**config.mk**
```make
export PLATFORM = sky130hd
export DESIGN_NAME = bus_arbiter
export DESIGN_NICKNAME = d
export VERILOG_FILES = /design/src/rtl/bus_arbiter_pkg.sv /design/src/rtl/bus_arbiter.sv
export SDC_FILE = /design/constraint.sdc
export NUM_CORES = 1
export LEC_CHECK = 0
export CAP_MARGIN = 20
export CORE_AREA = 2 2 384 386
export DETAILED_ROUTE_END_ITERATION = 12
export DIE_AREA = 0 0 386 388
export PLACE_DENSITY = 0.31
export SLEW_MARGIN = 10
export SYNTH_ARGS = -nofsm -noshare
export SYNTH_HDL_FRONTEND = slang
export SYNTH_SLANG_ARGS = --single-unit
```
**constraint.sdc**
```tcl
create_clock -name clk -period 1.8 [get_ports clk]
set_clock_uncertainty 0.2 [all_clocks]
set_input_delay 0.27 -clock clk [delete_from_list [all_inputs] [get_ports clk]]
set_output_delay 0.27 -clock clk [all_outputs]
set_load 0.01 [all_outputs]
```
**src/rtl/bus_arbiter_pkg.sv**
```systemverilog
// Shared types and constants for the memory-side bus arbiter.
// Write-buffer entries are packed as {addr, data, be}.
package bus_arbiter_pkg;

  localparam int LINE_W     = 256;
  localparam int WB_ENTRY_W = 68;
  localparam int OFFSET_W   = 5;

  localparam int ADDR_HI = 67;
  localparam int ADDR_LO = 36;
  localparam int DATA_HI = 35;
  localparam int DATA_LO = 4;
  localparam int BE_HI   = 3;

  typedef enum logic [2:0] {
    IDLE,
    IC_RD,
    DC_RD,
    WB_WR,
    DONE
  } state_e;

  typedef enum logic {
    IC,
    DATA
  } grant_e;

endpackage

```
**src/rtl/bus_arbiter.sv**
```systemverilog
// Round-robin arbiter serialising icache refills, dcache refills and write-buffer
// drains onto a single main-memory port. The write buffer always drains before a dcache refill.
module bus_arbiter
  import bus_arbiter_pkg::*;
(
  input  logic              clk,
  input  logic              rst_n,
  input  logic              icache_req_in,
  input  logic [31:0]       icache_addr_in,
  output logic              icache_ready_out,
  output logic [LINE_W-1:0] icache_rdata_out,
  input  logic              dcache_req_in,
  input  logic [31:0]       dcache_addr_in,
  output logic              dcache_ready_out,
  output logic [LINE_W-1:0] dcache_rdata_out,
  input  logic                  wb_empty_in,
  input  logic [WB_ENTRY_W-1:0] wb_data_in,
  output logic                  wb_pop_en_out,
  output logic              mem_req_out,
  output logic              mem_we_out,
  output logic [31:0]       mem_addr_out,
  output logic [31:0]       mem_wdata_out,
  output logic [3:0]        mem_be_out,
  input  logic              mem_ack_in,
  input  logic [LINE_W-1:0] mem_rdata_in
);

  state_e      state_q, state_d;
  grant_e      last_grant_q, last_grant_d;
  logic        mem_req_q, mem_req_d;
  logic        mem_we_q, mem_we_d;
  logic [31:0] mem_addr_q, mem_addr_d;
  logic [31:0] mem_wdata_q, mem_wdata_d;
  logic [3:0]  mem_be_q, mem_be_d;

  logic data_want;
  logic grant_ic;

  // Line offset bits are discarded on refill addresses.
  logic unused_offset_bits;
  assign unused_offset_bits = ^{icache_addr_in[OFFSET_W-1:0], dcache_addr_in[OFFSET_W-1:0]};

  always_comb begin
    // NOTE: every signal gets a default here so no path leaves one unassigned (no latches).
    state_d          = state_q;
    last_grant_d     = last_grant_q;
    mem_req_d        = mem_req_q;
    mem_we_d         = mem_we_q;
    mem_addr_d       = mem_addr_q;
    mem_wdata_d      = mem_wdata_q;
    mem_be_d         = mem_be_q;
    icache_ready_out = 1'b0;
    dcache_ready_out = 1'b0;
    wb_pop_en_out    = 1'b0;
    icache_rdata_out = '0;
    dcache_rdata_out = '0;

    data_want = !wb_empty_in || dcache_req_in;
    // On contention the icache wins only if the data side was served last.
    grant_ic  = icache_req_in && (!data_want || (last_grant_q == DATA));

    case (state_q)
      IDLE: begin
        if (grant_ic) begin
          state_d      = IC_RD;
          last_grant_d = IC;
          mem_req_d    = 1'b1;
          mem_we_d     = 1'b0;
          mem_addr_d   = {icache_addr_in[31:OFFSET_W], {OFFSET_W{1'b0}}};
          mem_wdata_d  = '0;
          mem_be_d     = '0;
        end else if (data_want) begin
          last_grant_d = DATA;
          mem_req_d    = 1'b1;
          if (!wb_empty_in) begin
            state_d     = WB_WR;
            mem_we_d    = 1'b1;
            mem_addr_d  = wb_data_in[ADDR_HI:ADDR_LO];
            mem_wdata_d = wb_data_in[DATA_HI:DATA_LO];
            mem_be_d    = wb_data_in[BE_HI:0];
          end else begin
            state_d     = DC_RD;
            mem_we_d    = 1'b0;
            mem_addr_d  = {dcache_addr_in[31:OFFSET_W], {OFFSET_W{1'b0}}};
            mem_wdata_d = '0;
            mem_be_d    = '0;
          end
        end
      end

      IC_RD, DC_RD, WB_WR: begin
        if (mem_ack_in) begin
          icache_ready_out = (state_q == IC_RD);
          dcache_ready_out = (state_q == DC_RD);
          wb_pop_en_out    = (state_q == WB_WR);
          if (state_q == IC_RD) icache_rdata_out = mem_rdata_in;
          if (state_q == DC_RD) dcache_rdata_out = mem_rdata_in;
          state_d     = DONE;
          mem_req_d   = 1'b0;
          mem_we_d    = 1'b0;
          mem_addr_d  = '0;
          mem_wdata_d = '0;
          mem_be_d    = '0;
        end
      end

      DONE:    state_d = IDLE;
      default: state_d = IDLE;
    endcase
  end

  // NOTE: reset clears the latched address/data/be too, so the memory port never shows stale values.
  always_ff @(posedge clk or negedge rst_n) begin
    if (!rst_n) begin
      state_q      <= IDLE;
      last_grant_q <= DATA;
      mem_req_q    <= 1'b0;
      mem_we_q     <= 1'b0;
      mem_addr_q   <= '0;
      mem_wdata_q  <= '0;
      mem_be_q     <= '0;
    end else begin
      // NOTE: non-blocking assignments keep every flop sampling the pre-edge values.
      state_q      <= state_d;
      last_grant_q <= last_grant_d;
      mem_req_q    <= mem_req_d;
      mem_we_q     <= mem_we_d;
      mem_addr_q   <= mem_addr_d;
      mem_wdata_q  <= mem_wdata_d;
      mem_be_q     <= mem_be_d;
    end
  end

  assign mem_req_out   = mem_req_q;
  assign mem_we_out    = mem_we_q;
  assign mem_addr_out  = mem_addr_q;
  assign mem_wdata_out = mem_wdata_q;
  assign mem_be_out    = mem_be_q;

endmodule

```
==> summary.md <==
| Metric | Value |
|---|---|
| Clock Tree Buf Depth | 2 |
| Sw frac | between 30% and 40% |
| Layout cells sized above 1 | a little over half |
| # DRC | 0 |
| Antenna violations before repair | 84 |
| EDFF count, synth | 0 |
| Slew Limit Fails | 0 |
| Die Ht | between 300 and 400 um |
| Slowest cell on the critical path | dfrtp_1 |
| Avg Inst Size Synth | 8.12 um^2 |
| Max cap viols | 0 |
| Period Utilization, post-route | 147% |
| Critical R2R Launch | state_q[1] |
| DP HPWL | 88900 um |
| Comb power frac | 76.8% |
| Clock sinks | 74 |
| H-tree depth | 3 |
| Top_reg_cell synth | dfrtp_1 |
| Buf+Inv Stages, Crit Path | 7 |
| FMAX | 378 MHz |
| Placed Instances | 3790 |
| Clk slew on worst S/H paths | approximately 70 ps |
| Final hold violations | 0 |
| Distinct cell type count after synthesis | 26 |
| Area contributors post-synth | and2_1 (47%), dfrtp_1 (27%), a22o_1 (8.8%), mux2i_1 (4.0%), clkbuf_2 (3.1%) |
| Reg2Reg Setup Slack | -90 ps |
| Worst-Skew Late Latency | 370 ps |
| Detailed-route via count | around 11000 |
| Placer Congestion | a little under 0.9 |
| Register Area | 0.00185 mm^2 |
| Yosys top cell by area | and2_1 |
| Drt via density | 2.83 |
| Final WL | 106000 um |
| Post-route ant nets | 0 |
| Fin cells | 3963 |
| Sw Pwr | 0.00790 W |
| Die area | roughly 0.15 mm^2 |
| Crit-path cells | nor2b_4 -> nand2_2 -> nor2_4 -> buf_12 -> buf_12 -> buf_12 -> buf_8 -> buf_16 -> buf_12 -> and2_4 -> buf_6 |
| Violated checks | negative setup slack |
| RR Endpoint | mem_wdata_out[2] |
| Cell count after synthesis | 841 |
| RSZ-0062 raised after global routing | true |
| Die W | 386 um |
| Synth top area share | 47.0% |
| Max incr delay on CP | 400 ps |
| Leading cell type in the layout, fill and taps excluded | clkdlybuf4s50_1 |
| First-pass detailed-route iteration total | 4 |
| CTS Buf Count | 9 |
| Startpoint types | flop |
| Crit path kind | reg2out |
| DRT iter0 DRCs | around 310 |
| Port buffer count | 968 |
| Initial Util | about 4.7% |
| Crit path top cell by count | buf_12 |
| Final worst slack | -846 ps |
| GR Overflow Total | 0 |
| Worst R2R Path Depth | 6 |
| Pre-CTS WS | -1310 ps |
| Synth warnings | 0 |
| I/O Pins | between 900 and 1000 |
| Delay-heaviest family, CP | buffers and inverters |
| Layout Nets | around 2400 |
| Syn nets | 1235 |
| CP Max Fanout | 5 |
| CTS tree | done |
| Power per cell area | 860 mW/mm^2 |
| Num rows | 140 |
| Area occupied by multi-input gates | 0.00527 mm^2 |
| Async set-or-reset flop fraction in the synthesized netlist | 100% |
| Total GRT Usage | around an eighth |
| Core footprint | 0.145 mm^2 |
| Commonest non-fill, non-tap cells in the layout | clkdlybuf4s50_1 (450), buf_6 (305), and2_4 (273) |
| First-pass GRT wire length | 128000 um |
| Critical Path AT | 2180 ps |
| Largest net degree at the start of global routing | 40 |
| Slew @ Worst Pin | 387 ps |
| Root Driver | clkbuf_16 |
| Seq cells post-synth | 74 |
| Max IR drop VDD | 0.518 mV |
| Slew HR | around three quarters |
| Final core occ | between 10% and 20% |
| Layout fillers | between 15000 and 20000 |
| Post-route minimum period | 2650 ps |
| Number of global-route vias before repair | roughly 11000 |
| Setup Viol. Count Final | 608 |
| Clock power share | 9.8% |
| Synthesis-to-finish area growth | 244% |
| Hold Crit Class | in2async |
| Status | finished, violations left |
| Sequential share of the synthesized area | between 20% and 30% |
| Crit path capture type | output pin |
| Share of power burned in registers | 13.4% |
| WL/cell | 26.8 um |
| Lkg Pwr | roughly 10 nW |
| P_int | 0.0123 W |
| Critical path data required time | 1330 ps |
| Synthesized cell area | between 0.006 and 0.007 mm^2 |
==> power by group through the flow <==
stage / Combinational [W] / Clock, W / Sequential [W]
3_5_place_dp: 0.0121 / 0 / 0.00273
5_1_grt: 0.0164 / 0.00216 / 0.00280
2_1_floorplan: 0.00393 / 0 / 0.00291
6_report: 0.0155 / 0.00199 / 0.00271
4_1_cts: 0.0141 / 0.00210 / 0.00274
3_3_place_gp: 0.0122 / 0 / 0.00274
==> worst register-to-register path: stages (launching register included) <==
cell     delay, ps
dfrtp_1        400
buf_4          170
nor2_2          50
buf_4          130
a211o_4        360
buf_12         190
a22o_1         290
==> cell usage after synthesis (2+ instances only) <==
cell      number
a22o_1        69
a21oi_1        2
mux2i_1       27
clkbuf_2      43
nor2_1         3
and2_1       513
clkbuf_1      10
a21o_1         2
dfrtp_1       73
nand2_1       29
buf_6          7
buf_2         21
o21a_1        27
nor2b_1        3
==> routing by layer <==
metal | global-route usage, % | part of all wire, %
met5 | 0 | 0.29
met2 | 23.4 | 49
met4 | 1.65 | 1.6
met1 | 14.3 | 37
met3 | 6.62 | 12
==> state kept, by name, indices dropped and copies added (netlist names) <==
| register | flops |
|---|---|
| mem_addr_out | 32 |
| mem_we_out | 1 |
| mem_wdata_out | 32 |
| last_grant_q | 1 |
| mem_be_out | 4 |
| state_q | 3 |
| mem_req_out | 1 |
==> final cells by class <==
class	instances	share of cell area, %
Clock buffer	10	1.02
Timing Repair Buffer	1263	58.1
Multi-Input combinational cell	685	22.4
Tap cell	1917	10.2
Clock inverter	6	0.309
Antenna cell	8	0.0852
Sequential cell	74	7.88
==> stage by stage <==
| stage | total power (W) | hold WS (ps) | TNS [ps] | instance area, um^2 |
|---|---|---|---|---|
| finish | 0.0202 | 127 | -360380 | 23500 |
| global route | 0.0214 | 128 | -415310 | 23500 |
| CTS | 0.0189 | 114 | -436670 | 22000 |
| detailed placement | 0.0148 | -8.63 | -607870 | 20300 |
| global placement | 0.0149 | 1.55 | -610960 | 20300 |
| floorplan | 0.00684 | -226 | 0 | 6840 |
==> how the worst max path moves through the flow <==
stage / start / to / slack (ps) / cells after the start
finish: state_q[2] / icache_rdata_out[14] / -850 / 11
global route: state_q[2] / icache_rdata_out[9] / -960 / 10
CTS: state_q[2] / icache_rdata_out[179] / -960 / 9
detailed placement: mem_ack_in / icache_rdata_out[56] / -1310 / 8
global placement: mem_ack_in / icache_rdata_out[253] / -1320 / 8
floorplan: state_q[2] / icache_rdata_out[0] / 7 / 6
==> logic make-up (layout without fill, tap and decap cells) <==
group,Yosys count,after routing,synth area share (%)
buffers and inverters,82,1279,6.50
DFF,74,74,27.1
AOI/OAI and AO/OA,102,102,12.4
other,0,8,0
and+or+nand+nor,555,555,49.9
muxes,28,28,4.12
==> what timing repair did <==
| item | 4_1_cts | 5_1_grt |
|---|---|---|
| setup endpoints to repair | 635 | 648 |
| pin swaps | 28 | 54 |
| buffers inserted | 61 | 63 |
| endpoints found under the hold margin | 74 | 0 |
| cloned | 27 | 17 |
| hold buffers | 1 | 0 |
| resized for setup | 1328 | 1082 |
(Power assumes the default switching activity.)
